## config.mk

```make
export PLATFORM = sky130hd
export DESIGN_NAME = mdu_ctrl
export DESIGN_NICKNAME = d
export VERILOG_FILES = /design/src/rtl/mdu_ctrl.sv
export SDC_FILE = /design/constraint.sdc
export NUM_CORES = 2
export LEC_CHECK = 0
export CAP_MARGIN = 20
export CORE_AREA = 2 2 326 328
export DETAILED_ROUTE_END_ITERATION = 8
export DIE_AREA = 0 0 328 330
export MAX_ROUTING_LAYER = met4
export SLEW_MARGIN = 40
export SYNTH_ARGS = -nofsm -noshare
export SYNTH_HDL_FRONTEND = slang
export SYNTH_SLANG_ARGS = --single-unit
export TNS_END_PERCENT = 30
```

## constraint.sdc

```tcl
create_clock -name clk -period 10.8 [get_ports clk]
set_input_delay 2.7 -clock clk [delete_from_list [all_inputs] [get_ports clk]]
set_output_delay 2.7 -clock clk [all_outputs]
set_load 0.01 [all_outputs]
```

## src/rtl/mdu_ctrl.sv

```systemverilog
// EX-stage multiply/divide control: decodes MDU ops, owns HI/LO, runs a fixed-latency
// multiplier and sequences an external iterative divider through start/abandon/ready.
module mdu_ctrl #(
  parameter int unsigned MUL_LAT = 3
) (
  input  logic        clk,
  input  logic        rst,
  input  logic        ex_valid,
  input  logic [2:0]  ex_op,
  input  logic [31:0] ex_opa,
  input  logic [31:0] ex_opb,
  input  logic        flush,
  output logic        stall_out,
  output logic [31:0] hi_out,
  output logic [31:0] lo_out,
  output logic        div_start,
  output logic        div_abandon,
  output logic        div_signed,
  output logic [31:0] div_opr1,
  output logic [31:0] div_opr2,
  input  logic        div_ready,
  input  logic [63:0] div_res
);

  localparam logic [2:0] OpMult  = 3'd1;
  localparam logic [2:0] OpMultu = 3'd2;
  localparam logic [2:0] OpDiv   = 3'd3;
  localparam logic [2:0] OpDivu  = 3'd4;
  localparam logic [2:0] OpMthi  = 3'd5;
  localparam logic [2:0] OpMtlo  = 3'd6;
  localparam logic [3:0] CntInit = 4'(MUL_LAT - 1);

  typedef enum logic [1:0] {StIdle, StMul, StDivRun, StDivRel} state_e;

  state_e      state_q, state_d;
  logic [3:0]  cnt_q, cnt_d;
  logic [31:0] mul_a_q, mul_a_d, mul_b_q, mul_b_d;
  logic        mul_sgn_q, mul_sgn_d;
  logic [31:0] hi_q, hi_d, lo_q, lo_d;
  logic [31:0] opr1_q, opr1_d, opr2_q, opr2_d;
  logic        sgn_q, sgn_d, start_q, start_d;
  logic        rel_q, rel_d;

  logic is_mul, is_div, is_md, is_mt;
  logic [63:0] ext_a, ext_b, prod;

  assign is_mul = ex_valid & ((ex_op == OpMult) | (ex_op == OpMultu));
  assign is_div = ex_valid & ((ex_op == OpDiv) | (ex_op == OpDivu));
  assign is_md  = is_mul | is_div;
  assign is_mt  = ex_valid & ((ex_op == OpMthi) | (ex_op == OpMtlo));

  // Sign- or zero-extend to 64 bits; the low 64 bits of the product are exact either way.
  assign ext_a = {{32{mul_sgn_q & mul_a_q[31]}}, mul_a_q};
  assign ext_b = {{32{mul_sgn_q & mul_b_q[31]}}, mul_b_q};
  assign prod  = ext_a * ext_b;

  always_ff @(posedge clk or posedge rst) begin
    if (rst) begin
      state_q   <= StIdle;
      cnt_q     <= '0;
      mul_a_q   <= '0;
      mul_b_q   <= '0;
      mul_sgn_q <= 1'b0;
      hi_q      <= '0;
      lo_q      <= '0;
      opr1_q    <= '0;
      opr2_q    <= '0;
      sgn_q     <= 1'b0;
      start_q   <= 1'b0;
      rel_q     <= 1'b0;
    end else begin
      state_q   <= state_d;
      cnt_q     <= cnt_d;
      mul_a_q   <= mul_a_d;
      mul_b_q   <= mul_b_d;
      mul_sgn_q <= mul_sgn_d;
      hi_q      <= hi_d;
      lo_q      <= lo_d;
      opr1_q    <= opr1_d;
      opr2_q    <= opr2_d;
      sgn_q     <= sgn_d;
      start_q   <= start_d;
      rel_q     <= rel_d;
    end
  end

  always_comb begin
    state_d   = state_q;
    cnt_d     = cnt_q;
    mul_a_d   = mul_a_q;
    mul_b_d   = mul_b_q;
    mul_sgn_d = mul_sgn_q;
    hi_d      = hi_q;
    lo_d      = lo_q;
    opr1_d    = opr1_q;
    opr2_d    = opr2_q;
    sgn_d     = sgn_q;
    start_d   = start_q;
    rel_d     = rel_q;
    unique case (state_q)
      StIdle: begin
        if (!flush) begin
          if (is_mt) begin
            if (ex_op == OpMthi) hi_d = ex_opa;
            else                 lo_d = ex_opa;
          end else if (is_mul) begin
            mul_a_d   = ex_opa;
            mul_b_d   = ex_opb;
            mul_sgn_d = (ex_op == OpMult);
            cnt_d     = CntInit;
            state_d   = StMul;
          end else if (is_div) begin
            opr1_d  = ex_opa;
            opr2_d  = ex_opb;
            sgn_d   = (ex_op == OpDiv);
            start_d = 1'b1;
            state_d = StDivRun;
          end
        end
      end
      StMul: begin
        if (flush) begin
          state_d = StIdle;
        end else if (cnt_q != 4'd0) begin
          cnt_d = cnt_q - 4'd1;
        end else begin
          {hi_d, lo_d} = prod;
          state_d      = StIdle;
        end
      end
      StDivRun: begin
        // Abandon wins over a coincident ready: the result is discarded.
        if (flush || div_ready) begin
          if (!flush) begin
            hi_d = div_res[63:32];
            lo_d = div_res[31:0];
          end
          start_d = 1'b0;
          rel_d   = 1'b0;
          state_d = StDivRel;
        end
      end
      StDivRel: begin
        // Linger at least two cycles so the divider sees start low and returns to free.
        rel_d = 1'b1;
        if (rel_q && !div_ready) state_d = StIdle;
      end
      default: state_d = StIdle;
    endcase
  end

  always_comb begin
    stall_out   = 1'b0;
    div_abandon = 1'b0;
    unique case (state_q)
      StIdle:   stall_out = is_md & ~flush;
      StMul:    stall_out = ~flush & (cnt_q != 4'd0);
      StDivRun: begin
        div_abandon = flush;
        stall_out   = ~flush & ~div_ready;
      end
      StDivRel: stall_out = is_md | is_mt;
      default:  stall_out = 1'b0;
    endcase
  end

  assign hi_out     = hi_q;
  assign lo_out     = lo_q;
  assign div_start  = start_q;
  assign div_signed = sgn_q;
  assign div_opr1   = opr1_q;
  assign div_opr2   = opr2_q;

endmodule
```

## Word-level counts from Yosys, hierarchy flattened

Index checks and enable logic that the tools add are counted.
Widths: inputs -> output; s select.

| word-level totals | value |
|---|---|
| input bits | 136 |
| logic and storage cells | 113 |
| output and inout bits | 132 |
| register bits | 202 |

| operators by class | value |
|---|---|
| muxes and demuxes | 40 |
| multipliers | 1 |
| bitwise gates (word level) | 17 |
| reduce and logical (&&, ||, !) cells | 17 |
| eq/ne operators | 25 |
| add/subtract/negate cells | 1 |

Operators by type and width:

| kind | number |
|---|---|
| $mux 32 | 14 |
| $pmux 32 s3 | 2 |
| $mul 33x33->64 | 1 |
| $ne 2x2->1 const B | 14 |
| $mux 4 | 5 |
| $reduce_and 6->1 | 3 |
| $mux 2 | 8 |
| $reduce_and 8->1 | 2 |
| $eq 3x3->1 const B | 3 |
| $and 1x1->1 | 8 |
| $pmux 2 s4 | 1 |
| $pmux 4 s2 | 1 |
| $eq 3x2->1 const B | 2 |
| $mux 1 | 6 |
| $ne 3x3->1 const B | 2 |
| $reduce_bool 2->1 | 3 |
| $or 1x1->1 | 5 |
| $reduce_and 5->1 | 1 |
| $eq 2x2->1 const B | 2 |
| $not 1->1 | 4 |
| $pmux 1 s2 | 2 |
| $pmux 1 s4 | 1 |
| $reduce_and 4->1 | 1 |
| $reduce_bool 4->1 | 1 |
| 9 further kinds | 9 |

## Longest topological paths before layout

| depth | value |
|---|---|
| depth in word-level cells | 8 |
| mapped depth | 32 |
| depth with buffers taken out | 29 |

## Worst setup path after synthesis

No wires, ideal clock.

| timing | value |
|---|---|
| path kind | flip-flop to flip-flop |
| from | register mul_a_q[31] |
| to | register hi_q[25], in the netlist hi_out[25] |
| stages on the path, launching flop included | 31 |
| arrival time | 8.014 ns |
| clock period less this slack | 8.155 ns |
| library setup time | 0.141 ns |
| path buffers | 3 |
| path slack | 2.645 ns |
| required time | 10.659 ns |
| cell sequence | dfrtp_1 -> clkbuf_1 -> and2_1 -> clkbuf_1 -> nand2_1 -> inv_1 -> fa_1 -> fa_1 -> fa_1 -> inv_1 -> fa_1 -> inv_1 -> fa_1 -> fa_1 -> fa_1 -> inv_1 -> fa_1 -> inv_1 -> ha_1 -> clkbuf_1 -> a21oi_1 -> o21ai_0 -> a21o_1 -> a21o_1 -> a31o_2 -> or3_1 -> a31oi_1 -> o21ai_1 -> xnor2_1 -> a221oi_1 -> a211oi_1 |

| on the way | value |
|---|---|
| cells in the longest elaborated chain, start to end | 5 |

RTL lines:

| what | RTL line | text |
|---|---|---|
| start: declaration | 37 | `logic [31:0] mul_a_q, mul_a_d, mul_b_q, mul_b_d;` |
| start signal: assignment | 74 | `mul_a_q <= mul_a_d;` |
| $and 1x1->1 | 53 | `assign ext_a = {{32{mul_sgn_q & mul_a_q[31]}}, mul_a_q};` |
| $mul 33x33->64 (*) | 55 | `assign prod = ext_a * ext_b;` |
| $mux 32 (*) | 124 | `end else if (cnt_q != 4'd0) begin` |
| $mux 32 (*) | 122 | `if (flush) begin` |
| $pmux 32 s3 (*) | 100 | `unique case (state_q)` |
| end signal: assignment | 77 | `hi_q <= hi_d;` |
| end: declaration | 39 | `logic [31:0] hi_q, hi_d, lo_q, lo_d;` |

Mark *: on every way between the ends. The rest lies on a longest branch, timed or not. The select of a mux whose other input is x is not followed.
A chain may end at the register's enable or synchronous reset.

## Worst setup path in the final report

| timing | value |
|---|---|
| from | register mul_sgn_q |
| to | register hi_q[31], in the netlist hi_out[31] |

| on the way | value |
|---|---|
| cells in the longest elaborated chain, start to end | 5 |
| elaborated cells on any way between the ends | 6 |
| classes of those cells | mul: 1; mux: 3; bitwise: 2 |

RTL lines:

| what | RTL line | text |
|---|---|---|
| start: declaration | 38 | `logic mul_sgn_q, mul_sgn_d;` |
| start signal: assignment | 76 | `mul_sgn_q <= mul_sgn_d;` |
| $and 1x1->1, on equally long branches | 53, 54 |  |
| $mul 33x33->64 (*) | 55 |  |
| $mux 32 (*) | 124 |  |
| $mux 32 (*) | 122 |  |
| $pmux 32 s3 (*) | 100 |  |

Marked as above.

==> impl_metrics.tcl <==
set metrics [dict create \
    timing.critical_path.arrival_ps 9940 \
    grt_start_max_net_pins 87 \
    clk-insertion-delay-late_ps 610 \
    timing_worst_slew_pin_value_ps 887 \
    core_area_mm2 0.105 \
    min_delay_worst_endpoint "lo_out[12]$_DFFE_PP0P_" \
    grt_setup_unrepaired "false" \
    critical-path-top-cell-by-count "sky130_fd_sc_hd__fa_1" \
    fill_cells 9878 \
    drt_first_iter_violations 2126 \
    ys_seq_elements 202 \
    run_status "finished clean" \
    worst-endpoint-required_ps 11330 \
    crit_path_time_final_ps 9410 \
    hold_viol 0 \
    ff2ff_setup_slack_ps 1390 \
    synth-edff-count 0 \
    global_route.usage.total 0.276 \
    mostFrequentLayoutCell "sky130_fd_sc_hd__inv_1" \
    first_pass_grt_wire_length_mm 219 \
    wl_mm 139 \
    hold_path_startpoint "lo_out[12]$_DFFE_PP0P_" \
    clk_transition_reported_paths_ps 60 \
    critPathKind "register to register" \
    die_area_mm2 0.108 \
    gp_routability_congestion 0.931 \
    via_count 34300 \
    yosysWarningCount 0 \
    ff2ff_path_depth 26 \
    post-cts-setup-buffers 0 \
    cp.buffers_inverters 7 \
    timing_max_transition_violations_final 0 \
    netlist_area_pre_place_mm2 0.0469 \
    synth.net_count 6428 \
    netlist-cell-type-count 71 \
    detailed_place_hpwl_mm 115 \
    drive_above_1_share 0.0597 \
    routed_wire_length_per_instance_um 21.6 \
    hold_slack_ps 478 \
    cpPeakStageDelay_ps 890 \
    post_cts.resized_instances 0 \
    tritoncts.num_buffers 26 \
    initial_utilization 0.448 \
    worstHoldPathCells 2 \
    most-common-layout-cells "sky130_fd_sc_hd__inv_1, sky130_fd_sc_hd__fa_1, sky130_fd_sc_hd__nand2_1" \
    ff_to_ff_start "mul_sgn_q$_DFFE_PP0P_" \
    tns_ps 0 \
    first_pass_iters 6 \
    antenna_found_initial 12 \
    fp.dieW_um 328 \
    fmaxAchievable_mhz 106 \
    floorplan.io_pins 268 \
    die_height_um 330 \
    critPathMaxFanout 22 \
    h_tree_level_count 1 \
    ys_async_sr_fraction 1.00 \
    clock_tree_from_tritoncts "built" \
    finalSetupViolCount 0 \
    vias_per_cell 5.31 \
    clock_tree_root_driver_cell "sky130_fd_sc_hd__clkbuf_16" \
    numPortBuffers 267 \
    cp_top_family "adder cells" \
    post-route-period-util 0.872 \
    final_net_count 6519 \
    number_of_buffers_inserted_by_hold_repair_at_cts 0 \
    cap_viol_max_count 0 \
    global_route.overflow_total 0 \
    syn2layout_area_growth_pct 10.6 \
    crit_slowest_cell "sky130_fd_sc_hd__fa_1" \
    placement.setup.worst_slack_ps 1370 \
    post-route-drc-count 0 \
    drt_antenna_net_count 0 \
    syn_inst 4947 \
    max-slew-margin-rel 0.407 \
    final_critical_path_setup_slack_ps 1390 \
    endpoint_of_the_worst_register_to_register_path "hi_out[31]$_DFFE_PP0P_" \
    grt_pass1_vias 36600 \
    timing.clock.skew_ps 48.3 \
    core.rowCount 119 \
    cts_sinks 202 \
    critPathLaunchType "register" \
    postSynthAreaPerCell_um2 9.47 \
    maximum_clock_insertion_buffer_count 3 \
    synth_flop_cell "sky130_fd_sc_hd__dfrtp_1" \
    synth_sequential_area_ratio 0.108 \
    critical_path.endpoint_type "register" \
    worst_hold_path_type "register to register" \
]
-- metal layers --
| layer | routed length (µm) | GRT usage |
|---|---|---|
| met2 | 72400 | 0.473 |
| met3 | 6610 | 0.0243 |
| met5 | 0 | - |
| met4 | 5970 | 0.101 |
| met1 | 54500 | 0.343 |
-- Yosys cell counts (3+ instances only) --
master	count	share of area
sky130_fd_sc_hd__fa_1	1125	0.48
sky130_fd_sc_hd__xnor2_1	58	0.011
sky130_fd_sc_hd__a221oi_1	44	0.0082
sky130_fd_sc_hd__nor4_1	3	0.00040
sky130_fd_sc_hd__o21a_1	11	0.0018
sky130_fd_sc_hd__clkbuf_1	292	0.023
sky130_fd_sc_hd__o221ai_1	3	0.00056
sky130_fd_sc_hd__dfrtp_1	202	0.11
sky130_fd_sc_hd__a211o_1	4	0.00075
sky130_fd_sc_hd__ha_1	220	0.059
sky130_fd_sc_hd__and3_1	25	0.0033
sky130_fd_sc_hd__o22ai_1	10	0.0013
sky130_fd_sc_hd__a21oi_1	82	0.0088
sky130_fd_sc_hd__a21o_1	30	0.0048
sky130_fd_sc_hd__a22oi_1	4	0.00064
sky130_fd_sc_hd__nand3_1	14	0.0015
sky130_fd_sc_hd__nor2_1	112	0.0090
sky130_fd_sc_hd__inv_1	1138	0.091
sky130_fd_sc_hd__mux2i_1	4	0.00085
sky130_fd_sc_hd__nand2b_1	7	0.00093
sky130_fd_sc_hd__o21bai_1	11	0.0018
sky130_fd_sc_hd__xor2_1	19	0.0036
sky130_fd_sc_hd__o21ai_1	3	0.00032
sky130_fd_sc_hd__or2_2	9	0.0012
sky130_fd_sc_hd__a221o_1	10	0.0021
sky130_fd_sc_hd__nand4_1	14	0.0019
sky130_fd_sc_hd__nand2_1	799	0.064
sky130_fd_sc_hd__a31oi_1	12	0.0016
sky130_fd_sc_hd__o31ai_1	26	0.0042
sky130_fd_sc_hd__nor2b_1	5	0.00067
sky130_fd_sc_hd__or3_1	5	0.00067
sky130_fd_sc_hd__a211oi_1	24	0.0038
sky130_fd_sc_hd__and2_1	351	0.047
sky130_fd_sc_hd__o21ai_0	77	0.0082
sky130_fd_sc_hd__o211ai_1	12	0.0019
sky130_fd_sc_hd__mux2_2	129	0.031
sky130_fd_sc_hd__nor3_1	8	0.00085
-- final cells by class --
| type | count | area [µm²] | share of cell area |
|---|---|---|---|
| tap | 1391 | 1740 | 0.0336 |
| clock buffer | 38 | 746 | 0.0144 |
| multi-input combinational | 3312 | 36400 | 0.703 |
| antenna | 9 | 22.5 | 0.000435 |
| sequential | 202 | 5070 | 0.0979 |
| timing repair buffer | 357 | 3360 | 0.0649 |
| clock inverter | 10 | 141 | 0.00273 |
| inverter | 1139 | 4280 | 0.0827 |
-- logic make-up after synthesis --
| kind of cell | Yosys count | share of synthesized area |
|---|---|---|
| AOI/OAI and AO/OA | 395 | 0.0586 |
| xor gates and xnor gates | 77 | 0.0144 |
| adders and majority gates | 1346 | 0.540 |
| buffers and inverters | 1433 | 0.115 |
| DFF | 202 | 0.108 |
| muxes | 133 | 0.0319 |
| and+or+nand+nor | 1361 | 0.133 |
-- worst max-delay path by stage --
stage / from / end / slack, ps / cells past startpoint
4_1_cts: mul_sgn_q$_DFFE_PP0P_ / hi_out[31]$_DFFE_PP0P_ / 1310 / 26
2_1_floorplan: rst / cnt_q[0]$_DFFE_PP0P_ / 2590 / 1
6_report: mul_sgn_q$_DFFE_PP0P_ / hi_out[31]$_DFFE_PP0P_ / 1390 / 26
5_1_grt: mul_sgn_q$_DFFE_PP0P_ / hi_out[31]$_DFFE_PP0P_ / 780 / 29
3_5_place_dp: mul_sgn_q$_DFFE_PP0P_ / hi_out[31]$_DFFE_PP0P_ / 1370 / 26
3_3_place_gp: mul_sgn_q$_DFFE_PP0P_ / hi_out[31]$_DFFE_PP0P_ / 1630 / 26
-- tightest hold or removal path, stage by stage, from the launching register on --
cell                      delay [ps]
sky130_fd_sc_hd__dfrtp_1         340
sky130_fd_sc_hd__nand2_1          50
sky130_fd_sc_hd__o31ai_1          50
-- flip-flops by register name, summed over array words and instances (netlist names) --
register,cells
hi_out,32
mul_a_q,32
state_q,2
div_opr2,32
div_signed,1
mul_b_q,32
rel_q,1
mul_sgn_q,1
cnt_q,4
div_opr1,32
div_start,1
lo_out,32
-- per-stage QoR --
| step | area [µm²] | util | instances |
|---|---|---|---|
| after floorplan | 46900 | - | 4947 |
| after global placement | 50900 | 0.486 | 6401 |
| after detailed placement | 50900 | 0.486 | 6401 |
| after CTS | 51800 | 0.495 | 6449 |
| after global routing | 51800 | 0.495 | 6456 |
| final | 51800 | 0.495 | 6458 |
Power is not shown: default switching activity piles up to over one toggle a cycle in this logic, so the estimate is an artifact.
